$ cat config.mk
export PLATFORM = sky130hd
export DESIGN_NAME = spi_master_cfg
export DESIGN_NICKNAME = d
export VERILOG_FILES = /design/src/rtl/spi_pkg.sv /design/src/rtl/spi_clk_gen.sv /design/src/rtl/spi_master_cfg.sv
export SDC_FILE = /design/constraint.sdc
export NUM_CORES = 1
export LEC_CHECK = 0
export BUFFER_PORTS_ARGS = -buffer_cell sky130_fd_sc_hd__buf_4
export CAP_MARGIN = 20
export CORE_UTILIZATION = 57
export DETAILED_ROUTE_END_ITERATION = 7
export GPL_TIMING_DRIVEN = 0
export PLACE_DENSITY = 0.84
export SYNTH_ARGS = -nofsm -noshare
export SYNTH_HDL_FRONTEND = slang
export SYNTH_SLANG_ARGS = --single-unit
$ cat constraint.sdc
create_clock -name clk -period 2.4 [get_ports clk]
set_input_delay 0.6 -clock clk [delete_from_list [all_inputs] [get_ports clk]]
set_output_delay 0.6 -clock clk [all_outputs]
set_load 0.01 [all_outputs]
$ cat src/rtl/spi_pkg.sv
// spi_pkg: shared definitions for the configurable SPI master.
//   spi_state_e   frame sequencer states
//   MODE_CPOL/CPHA bit positions inside the 2-bit mode word {CPOL, CPHA}
//   *_MIN/*_MAX   supported parameter ranges
//   cs_width()    chip-select index width, never below one bit
package spi_pkg;

  typedef enum logic [1:0] {
    IDLE  = 2'd0,
    LEAD  = 2'd1,
    XFER  = 2'd2,
    TRAIL = 2'd3
  } spi_state_e;

  localparam int MODE_CPOL = 1;
  localparam int MODE_CPHA = 0;

  localparam int DATA_W_MIN = 4;
  localparam int DATA_W_MAX = 32;
  localparam int NUM_CS_MIN = 1;
  localparam int NUM_CS_MAX = 8;

  function automatic int cs_width(input int n);
    return (n > 1) ? $clog2(n) : 1;
  endfunction

endpackage

$ cat src/rtl/spi_clk_gen.sv
// spi_clk_gen: half-period timer for the SPI master.
//   clk, rst  system clock, async active-high reset
//   en        high while a frame is in progress; low holds the counter at 0
//   half      latched clk_div; a half period lasts half+1 clk cycles
//   tick      high in the last cycle of every half period
module spi_clk_gen
  import spi_pkg::*;
#(
  parameter int DIV_W = 8
) (
  input  logic             clk,
  input  logic             rst,
  input  logic             en,
  input  logic [DIV_W-1:0] half,
  output logic             tick
);

  logic [DIV_W-1:0] cnt;

  assign tick = en && (cnt == half);

  always_ff @(posedge clk or posedge rst) begin
    if (rst)              cnt <= '0;
    else if (!en || tick) cnt <= '0;
    else                  cnt <= cnt + 1'b1;
  end

endmodule

$ cat src/rtl/spi_master_cfg.sv
// spi_master_cfg: single-frame SPI master with per-frame mode, bit order,
// clock divider and slave select, all latched when a start is accepted.
//   clk, rst            system clock, async active-high reset
//   start/ready/busy    handshake; start accepted only while ready
//   mode, lsb_first     {CPOL, CPHA} and bit order for the frame
//   clk_div             half period H = clk_div+1 clk cycles
//   cs_sel              target slave; out-of-range selects nobody
//   tx_data             frame to send
//   rx_data, rx_valid   received frame and its one-cycle completion pulse
//   sclk, mosi, cs_n    SPI bus outputs (all registered); miso serial input
module spi_master_cfg
  import spi_pkg::*;
#(
  parameter  int DATA_W = 8,
  parameter  int DIV_W  = 8,
  parameter  int NUM_CS = 2,
  localparam int CS_W   = cs_width(NUM_CS)
) (
  input  logic              clk,
  input  logic              rst,
  input  logic              start,
  output logic              ready,
  output logic              busy,
  input  logic [1:0]        mode,
  input  logic              lsb_first,
  input  logic [DIV_W-1:0]  clk_div,
  input  logic [CS_W-1:0]   cs_sel,
  input  logic [DATA_W-1:0] tx_data,
  output logic [DATA_W-1:0] rx_data,
  output logic              rx_valid,
  output logic              sclk,
  output logic              mosi,
  output logic [NUM_CS-1:0] cs_n,
  input  logic              miso
);

  // XFER is 2*DATA_W half periods; hp counts them.
  localparam int              HP_W    = $clog2(2 * DATA_W);
  localparam logic [HP_W-1:0] HP_LAST = HP_W'(2 * DATA_W - 1);
  localparam logic [HP_W-1:0] HP_PEN  = HP_W'(2 * DATA_W - 2);

  spi_state_e        state_q, state_d;
  logic [HP_W-1:0]   hp_q, hp_d;
  logic [1:0]        mode_q, mode_d;
  logic              lsb_q, lsb_d;
  logic [DIV_W-1:0]  div_q, div_d;
  logic [DATA_W-1:0] tx_q, tx_d, rx_q, rx_d, rx_data_d;
  logic [NUM_CS-1:0] cs_n_d;
  logic              sclk_d, mosi_d, rx_valid_d, ready_d;
  logic              tick, lead_edge, trail_edge, shift_now, sample_now;

  function automatic logic first_bit(input logic [DATA_W-1:0] v, input logic lsb);
    return lsb ? v[0] : v[DATA_W-1];
  endfunction

  function automatic logic [DATA_W-1:0] shift_out(input logic [DATA_W-1:0] v, input logic lsb);
    return lsb ? (v >> 1) : (v << 1);
  endfunction

  function automatic logic [NUM_CS-1:0] cs_decode(input logic [CS_W-1:0] sel);
    logic [NUM_CS-1:0] c;
    c = '1;
    for (int i = 0; i < NUM_CS; i++)
      if (int'(sel) == i) c[i] = 1'b0;
    return c;
  endfunction

  spi_clk_gen #(.DIV_W(DIV_W)) u_clk_gen (
    .clk  (clk),
    .rst  (rst),
    .en   (state_q != IDLE),
    .half (div_q),
    .tick (tick)
  );

  always_comb begin
    state_d    = state_q;
    hp_d       = hp_q;
    mode_d     = mode_q;
    lsb_d      = lsb_q;
    div_d      = div_q;
    tx_d       = tx_q;
    rx_d       = rx_q;
    sclk_d     = sclk;
    mosi_d     = mosi;
    cs_n_d     = cs_n;
    rx_data_d  = rx_data;
    rx_valid_d = 1'b0;
    lead_edge  = 1'b0;
    trail_edge = 1'b0;

    case (state_q)
      IDLE: if (start) begin
        state_d = LEAD;
        hp_d    = '0;
        mode_d  = mode;
        lsb_d   = lsb_first;
        div_d   = clk_div;
        cs_n_d  = cs_decode(cs_sel);
        sclk_d  = mode[MODE_CPOL];
        rx_d    = '0;
        // CPHA=0 needs the first bit on the wire before the first edge;
        // CPHA=1 presents it on the first leading edge instead.
        if (mode[MODE_CPHA]) begin
          mosi_d = 1'b0;
          tx_d   = tx_data;
        end else begin
          mosi_d = first_bit(tx_data, lsb_first);
          tx_d   = shift_out(tx_data, lsb_first);
        end
      end
      LEAD: if (tick) begin
        state_d   = XFER;
        hp_d      = '0;
        sclk_d    = ~sclk;
        lead_edge = 1'b1;
      end
      XFER: if (tick) begin
        // sclk toggles at the start of every half period, so after the
        // last one it is already back at CPOL for TRAIL.
        if (hp_q == HP_LAST) begin
          state_d = TRAIL;
        end else begin
          hp_d   = hp_q + 1'b1;
          sclk_d = ~sclk;
          if (hp_q[0]) lead_edge  = 1'b1;
          else         trail_edge = 1'b1;
        end
      end
      TRAIL: if (tick) begin
        state_d    = IDLE;
        cs_n_d     = '1;
        mosi_d     = 1'b0;
        rx_data_d  = rx_q;
        rx_valid_d = 1'b1;
      end
      default: state_d = IDLE;
    endcase

    // The final trailing edge under CPHA=0 must not shift: the last bit
    // stays on mosi through TRAIL.
    shift_now  = mode_q[MODE_CPHA] ? lead_edge : (trail_edge && (hp_q != HP_PEN));
    sample_now = mode_q[MODE_CPHA] ? trail_edge : lead_edge;

    if (shift_now) begin
      mosi_d = first_bit(tx_q, lsb_q);
      tx_d   = shift_out(tx_q, lsb_q);
    end
    if (sample_now)
      rx_d = lsb_q ? {miso, rx_q[DATA_W-1:1]} : {rx_q[DATA_W-2:0], miso};

    ready_d = (state_d == IDLE);
  end

  always_ff @(posedge clk or posedge rst) begin
    if (rst) begin
      state_q  <= IDLE;
      hp_q     <= '0;
      mode_q   <= '0;
      lsb_q    <= 1'b0;
      div_q    <= '0;
      tx_q     <= '0;
      rx_q     <= '0;
      sclk     <= 1'b0;
      mosi     <= 1'b0;
      cs_n     <= '1;
      rx_data  <= '0;
      rx_valid <= 1'b0;
      ready    <= 1'b1;
      busy     <= 1'b0;
    end else begin
      state_q  <= state_d;
      hp_q     <= hp_d;
      mode_q   <= mode_d;
      lsb_q    <= lsb_d;
      div_q    <= div_d;
      tx_q     <= tx_d;
      rx_q     <= rx_d;
      sclk     <= sclk_d;
      mosi     <= mosi_d;
      cs_n     <= cs_n_d;
      rx_data  <= rx_data_d;
      rx_valid <= rx_valid_d;
      ready    <= ready_d;
      busy     <= ~ready_d;
    end
  end

endmodule

==> impl_metrics.json, run 1 <==
{
  "setup.worst_path.start_class": "flip-flop",
  "cts_sinks": 55,
  "yosysWarnings": 0,
  "grt_max_degree": 31,
  "maxCapViolCount": 0,
  "first_pass_iters": 4,
  "drc_errors": 0,
  "synth_edf_count": 0,
  "p_per_area_mw_per_mm2": 950,
  "synthTopCellsByCount": "dfrtp_1 (52), mux2i_1 (48), nand2_1 (24), mux2_2 (18), nor2_1 (14)",
  "cp_max_fo": 9,
  "finalSetupViolations": 0,
  "place.gp.congestion": 0.847,
  "power.total_uw": 3280,
  "reg2reg_from": "state_q[0]",
  "vias": 2178,
  "holdWs_ns": 0.370,
  "crit_family": "simple AND/OR/NAND/NOR gates",
  "antenna_left": 0,
  "slew_headroom_pct": 54.8,
  "dp_cells": 371,
  "seq_area_frac_synth_pct": 46.8,
  "io_buffers": 36,
  "crit_cells": 6,
  "dieArea_sq_mm": 0.00547,
  "fin_crit_ns": 2.28,
  "reg2reg_to": "rx_data[3]",
  "clkPwrFrac_pct": 19.8,
  "ir_drop_mv": 0.726,
  "cts-hold-fix-buffers": 0,
  "rrSetupSlack_ns": 0.12,
  "place_hpwl_microns": 4440,
  "cts_setup_buffers": 0,
  "die_h_microns": 74.0,
  "synth.area.top_cells": "dfrtp_1 (44%), mux2i_1 (16%), mux2_2 (6.9%)",
  "worst-endpoint-required_ns": 2.60,
  "async_reset_ff_share_pct": 100,
  "std_cell_rows": 25,
  "drt_iter0_drc": 144,
  "synth_flop_cell": "dfrtp_1",
  "place_ws_ns": 0.145,
  "slowest_stage": "nor3_2",
  "crit_start": "state_q[0]",
  "crit_type": "reg2reg",
  "seq_power_share_pct": 42.6,
  "cts_buffers": 5,
  "syn_avg_cell_area_sq_um": 11.1,
  "hold_viol": 0,
  "ctsHtreeMaxLevel": 2,
  "fin_cells": 379,
  "yosys_register_bits": 55,
  "finalCritPeriodShare_pct": 94.9,
  "fin_skew_ns": 0.0122,
  "ios": 39,
  "worst_slew_pin_slew_ns": 0.677,
  "clockBufferDepth": 2,
  "crit_arrival_ns": 2.48,
  "intPower_uw": 2130,
  "drv_slew": 0,
  "synthMostInstantiatedCell": "dfrtp_1",
  "core_sq_mm": 0.00485,
  "clkLatencyLatePin_ns": 0.31,
  "start_util_pct": 60.9,
  "synth.top_cell.area_share_pct": 44.1,
  "cts_resized": 0,
  "nets": 343,
  "drt_wl_total_microns": 6030,
  "synth.largest_area_cell": "dfrtp_1",
  "cts_tree": "done",
  "die_width_microns": 74.0,
  "rsz0062_at_grt": "no",
  "hold_path.class": "in2async",
  "cts_root_buffer": "clkbuf_8",
  "syn_inst": 267,
  "p_sw_uw": 1140,
  "timing.final.ws_setup_ns": 0.122,
  "synth.distinct_cells": 39,
  "fmax_mhz": 439,
  "r2r_cells": 6,
  "antennaDiodeCount": 0,
  "vias_per_cell": 5.75,
  "max_stage_delay_ns": 0.50,
  "p_sw_share_pct": 34.9,
  "p_leak_uw": 0.00172,
  "cp_num_buf_inv": 2,
  "antenna_found_initial": 0,
  "path_clk_slew_ns": 0.11,
  "netlist_area_sq_mm": 0.00295,
  "syn_nets": 299,
  "grt_pass1_wl_microns": 9960,
  "endpoint_kind": "flip-flop",
  "status": "completed",
  "grt_use_total_pct": 24.2,
  "worstPathCellList": "inv_1, ha_1, clkbuf_1, nor3_2, nand2_1, mux2_2",
  "grt_pass1_vias": 2162,
  "drive_gt1_share_pct": 23.4,
  "wl_per_cell_microns": 15.9,
  "combPwrFrac_pct": 37.5,
  "syn_to_final_growth_pct": 16.8,
  "overflow": 0
}
==> kinds of logic (layout without fill, tap and decap cells) <==
family,count (synthesis),in the layout,synth area share [%]
compound gates,37,37,8.86
xor+xnor,14,14,4.66
fa+ha+maj,8,8,3.39
buf+inv,25,70,3.22
flops,55,55,46.8
mux,66,66,23.1
simple gates,62,62,9.96
==> worst max-delay path by stage <==
stage          slack, ns    endpoint
3_5_place_dp        0.15  rx_data[3]
2_1_floorplan       0.43     hp_q[3]
5_1_grt            0.004  rx_data[6]
3_3_place_gp       -0.18     hp_q[3]
6_report            0.12  rx_data[3]
4_1_cts             0.13  rx_data[3]
==> through the flow <==
| step | utilization (%) | TNS [ns] | instance area (sq um) |
|---|---|---|---|
| after floorplan | - | 0 | 2950 |
| after global placement | 68.2 | -9.42 | 3310 |
| after detailed placement | 68.6 | 0 | 3330 |
| after CTS | 71.1 | 0 | 3450 |
| after global routing | 71.1 | 0 | 3450 |
| final | 71.1 | 0 | 3450 |
==> sequential cells by signal, summed over array words and instances (netlist names), 2 cells and up <==
| register | count |
|---|---|
| cs_n | 2 |
| div_q | 8 |
| hp_q | 4 |
| rx_data | 8 |
| rx_q | 8 |
| state_q | 2 |
| tx_q | 8 |
| u_clk_gen.cnt | 8 |
==> layout by cell type, fill, tap and decap left out, types with 7 or more instances in the layout <==
master	instances
mux2_2	18
buf_4	36
clkbuf_1	7
nor2_1	14
inv_1	12
a21oi_1	7
nand2_1	24
nand3_1	9
xnor2_1	7
dfrtp_1	52
ha_1	8
o21ai_0	10
mux2i_1	48
==> layer usage <==
layer | wire length [microns] | global-route usage, % | up-vias
met5 | 0 | 0 | -
met4 | 127 | 9.83 | 0
met3 | 234 | 5.42 | 12
met2 | 3040 | 40.3 | 52
met1 | 2630 | 30.6 | 1070
li1 | - | - | 1044
==> power groups by stage <==
stage	combinational (uW)	clock [uW]	sequential, uW
floorplan	897	0	1380
global placement	1150	0	1390
detailed placement	1220	0	1410
CTS	1230	665	1390
global route	1340	699	1420
finish	1230	650	1400
==> layout make-up <==
type	count	area [sq um]
Inverter	13	48.8
Multi-Input combinational cell	187	1480
Fill cell	358	1400
Buffer	12	46.3
Sequential cell	55	1380
Clock inverter	2	38.8
Clock buffer	6	82.6
Timing Repair Buffer	37	290
Tap cell	67	83.8
==> worst register-to-register path: stages (launching register included) <==
cell	delay (ns)
dfrtp_1	0.43
inv_1	0.11
ha_1	0.20
clkbuf_1	0.18
nor3_2	0.50
nand2_1	0.37
mux2_2	0.37
No activity file was read; power rests on OpenSTA's default activity.
==> run 2: changes to the inputs <==
- PLACE_DENSITY: 0.84 -> 0.79
==> run 2 against run 1 <==
Against the previous run: sequential power about the same; critical path depth up 1; die area stayed put; utilization is 0.052 points higher; sequential share of layout area about the same; register-to-register slack better by 0.02 ns; non-clock buffer count unchanged; cell area about the same; setup slack gained 0.016 ns; critical path type unchanged; highest routed layer unchanged.
==> impl_metrics.json, run 2 (synthesized netlist as in run 1, its figures left out) <==
{
  "status": "completed",
  "drc_errors": 0,
  "setup.worst_path.start_class": "flip-flop",
  "m1WireLength_microns": 2760,
  "cts_tree": "done",
  "worst_slew_pin_slew_ns": 0.653,
  "drt_iter0_drc": 102,
  "start_util_pct": 60.9,
  "core_sq_mm": 0.00485,
  "grt_max_degree": 31,
  "hold_path.class": "in2async",
  "maxCapViolCount": 0,
  "final_cell_area_sq_mm": 0.00345,
  "slowest_stage": "dfrtp_1",
  "p_leak_uw": 0.00173,
  "drive_gt1_share_pct": 23.4,
  "p_per_area_mw_per_mm2": 939,
  "fin_skew_ns": 0.00602,
  "finalSetupViolations": 0,
  "finalCritPeriodShare_pct": 94.2,
  "hold_viol": 0,
  "die_width_microns": 74.0,
  "cp_max_fo": 8,
  "nets": 343,
  "clockBufferDepth": 2,
  "io_buffers": 36,
  "crit_family": "compound AO/OA/AOI/OAI gates",
  "syn_to_final_growth_pct": 16.9,
  "ios": 39,
  "cts_root_buffer": "clkbuf_8",
  "antennaDiodeCount": 0,
  "layout_common_cells": "dfrtp_1 (52), mux2i_1 (48), buf_4 (36)",
  "final_common_cell": "dfrtp_1",
  "drv_slew": 0,
  "fmax_mhz": 442,
  "clkLatencyLatePin_ns": 0.31,
  "place.gp.congestion": 0.793,
  "overflow": 0,
  "path_clk_slew_ns": 0.10,
  "wl_met2_microns": 2740,
  "drt_wl_total_microns": 5720,
  "vias": 2110,
  "ir_drop_mv": 0.662,
  "antenna_found_initial": 0,
  "vias_per_cell": 5.57,
  "die_h_microns": 74.0,
  "grt_use_total_pct": 22.4,
  "place_hpwl_microns": 4010,
  "grt_pass1_vias": 1978,
  "wl_per_cell_microns": 15.1,
  "dieArea_sq_mm": 0.00547,
  "worstPathCellList": "inv_1, ha_1, clkbuf_1, or3_1, buf_2, o311ai_1, o21ai_0",
  "rsz0062_at_grt": "no",
  "cts_buffers": 5,
  "crit_type": "reg2reg",
  "crit_arrival_ns": 2.43,
  "worst-endpoint-required_ns": 2.57,
  "std_cell_rows": 25,
  "first_pass_iters": 4,
  "wl_met3_microns": 173,
  "setup_tns_ns": 0,
  "endpoint_kind": "flip-flop",
  "ctsHtreeMaxLevel": 2,
  "slew_headroom_pct": 56.5,
  "cp_num_buf_inv": 3,
  "top_layer": "met4",
  "placed_area_sq_mm": 0.00333,
  "fin_crit_ns": 2.26,
  "max_stage_delay_ns": 0.43,
  "cts_sinks": 55,
  "grt_pass1_wl_microns": 9220,
  "antenna_left": 0
}
## run 2: metal layers
| layer | vias up | track usage, % |
|---|---|---|
| li1 | 1036 | - |
| met1 | 1033 | 31.4 |
| met2 | 37 | 35.5 |
| met3 | 4 | 4.07 |
| met4 | 0 | 7.26 |
| met5 | - | 0 |
## run 2: layout make-up
cell class | count | area (sq um)
Buffer | 12 | 46.3
Fill cell | 385 | 1400
Timing Repair Buffer | 37 | 290
Multi-Input combinational cell | 187 | 1480
Inverter | 13 | 48.8
Clock buffer | 6 | 82.6
Clock inverter | 2 | 35.0
Tap cell | 67 | 83.8
Sequential cell | 55 | 1380
## run 2: repair_timing
action	in CTS	in global routing
hold buffers	0	0
setup buffers	0	0
resized for setup	0	1
endpoints found under the setup margin	0	12
## run 2: path summary, 6_finish.rpt
| check | end | slack (ns) | from | cells past startpoint |
|---|---|---|---|---|
| setup / recovery | busy | 0.14 | state_q[0] | 7 |
| min in group clk | cs_n[1] | 0.43 | cs_sel | 2 |
| max in group asynchronous | cs_n[1] | 1.42 | rst | 3 |
| setup reg to reg | busy | 0.14 | state_q[0] | 7 |
| hold reg to reg | cs_n[1] | 0.51 | cs_n[1] | 1 |
| hold / removal | div_q[1] | 0.35 | rst | 2 |
## run 2: power by group
part	switching, uW	internal, uW	total (uW)	leakage [uW]
clock network	296	338	634	0.0000612
registers	205	1180	1390	0.000710
logic	614	603	1220	0.000958
## run 2: metrics by stage
step / hold slack [ns] / total power, uW / setup WS [ns] / cells / util (%)
finish: 0.350 / 3240 / 0.138 / 379 / 71.1
global route: 0.386 / 3430 / 0.0165 / 379 / 71.1
CTS: 0.358 / 3260 / 0.0331 / 379 / 71.0
detailed placement: 0.495 / 2610 / 0.0905 / 371 / 68.6
global placement: 0.492 / 2550 / -0.227 / 370 / 68.2
floorplan: 0.501 / 2280 / 0.427 / 267 / -
## run 2: worst reg2reg max path, stage by stage, from the launching register on
cell	delay, ns
dfrtp_1	0.43
inv_1	0.11
ha_1	0.21
clkbuf_1	0.20
or3_1	0.39
buf_2	0.19
o311ai_1	0.42
o21ai_0	0.18
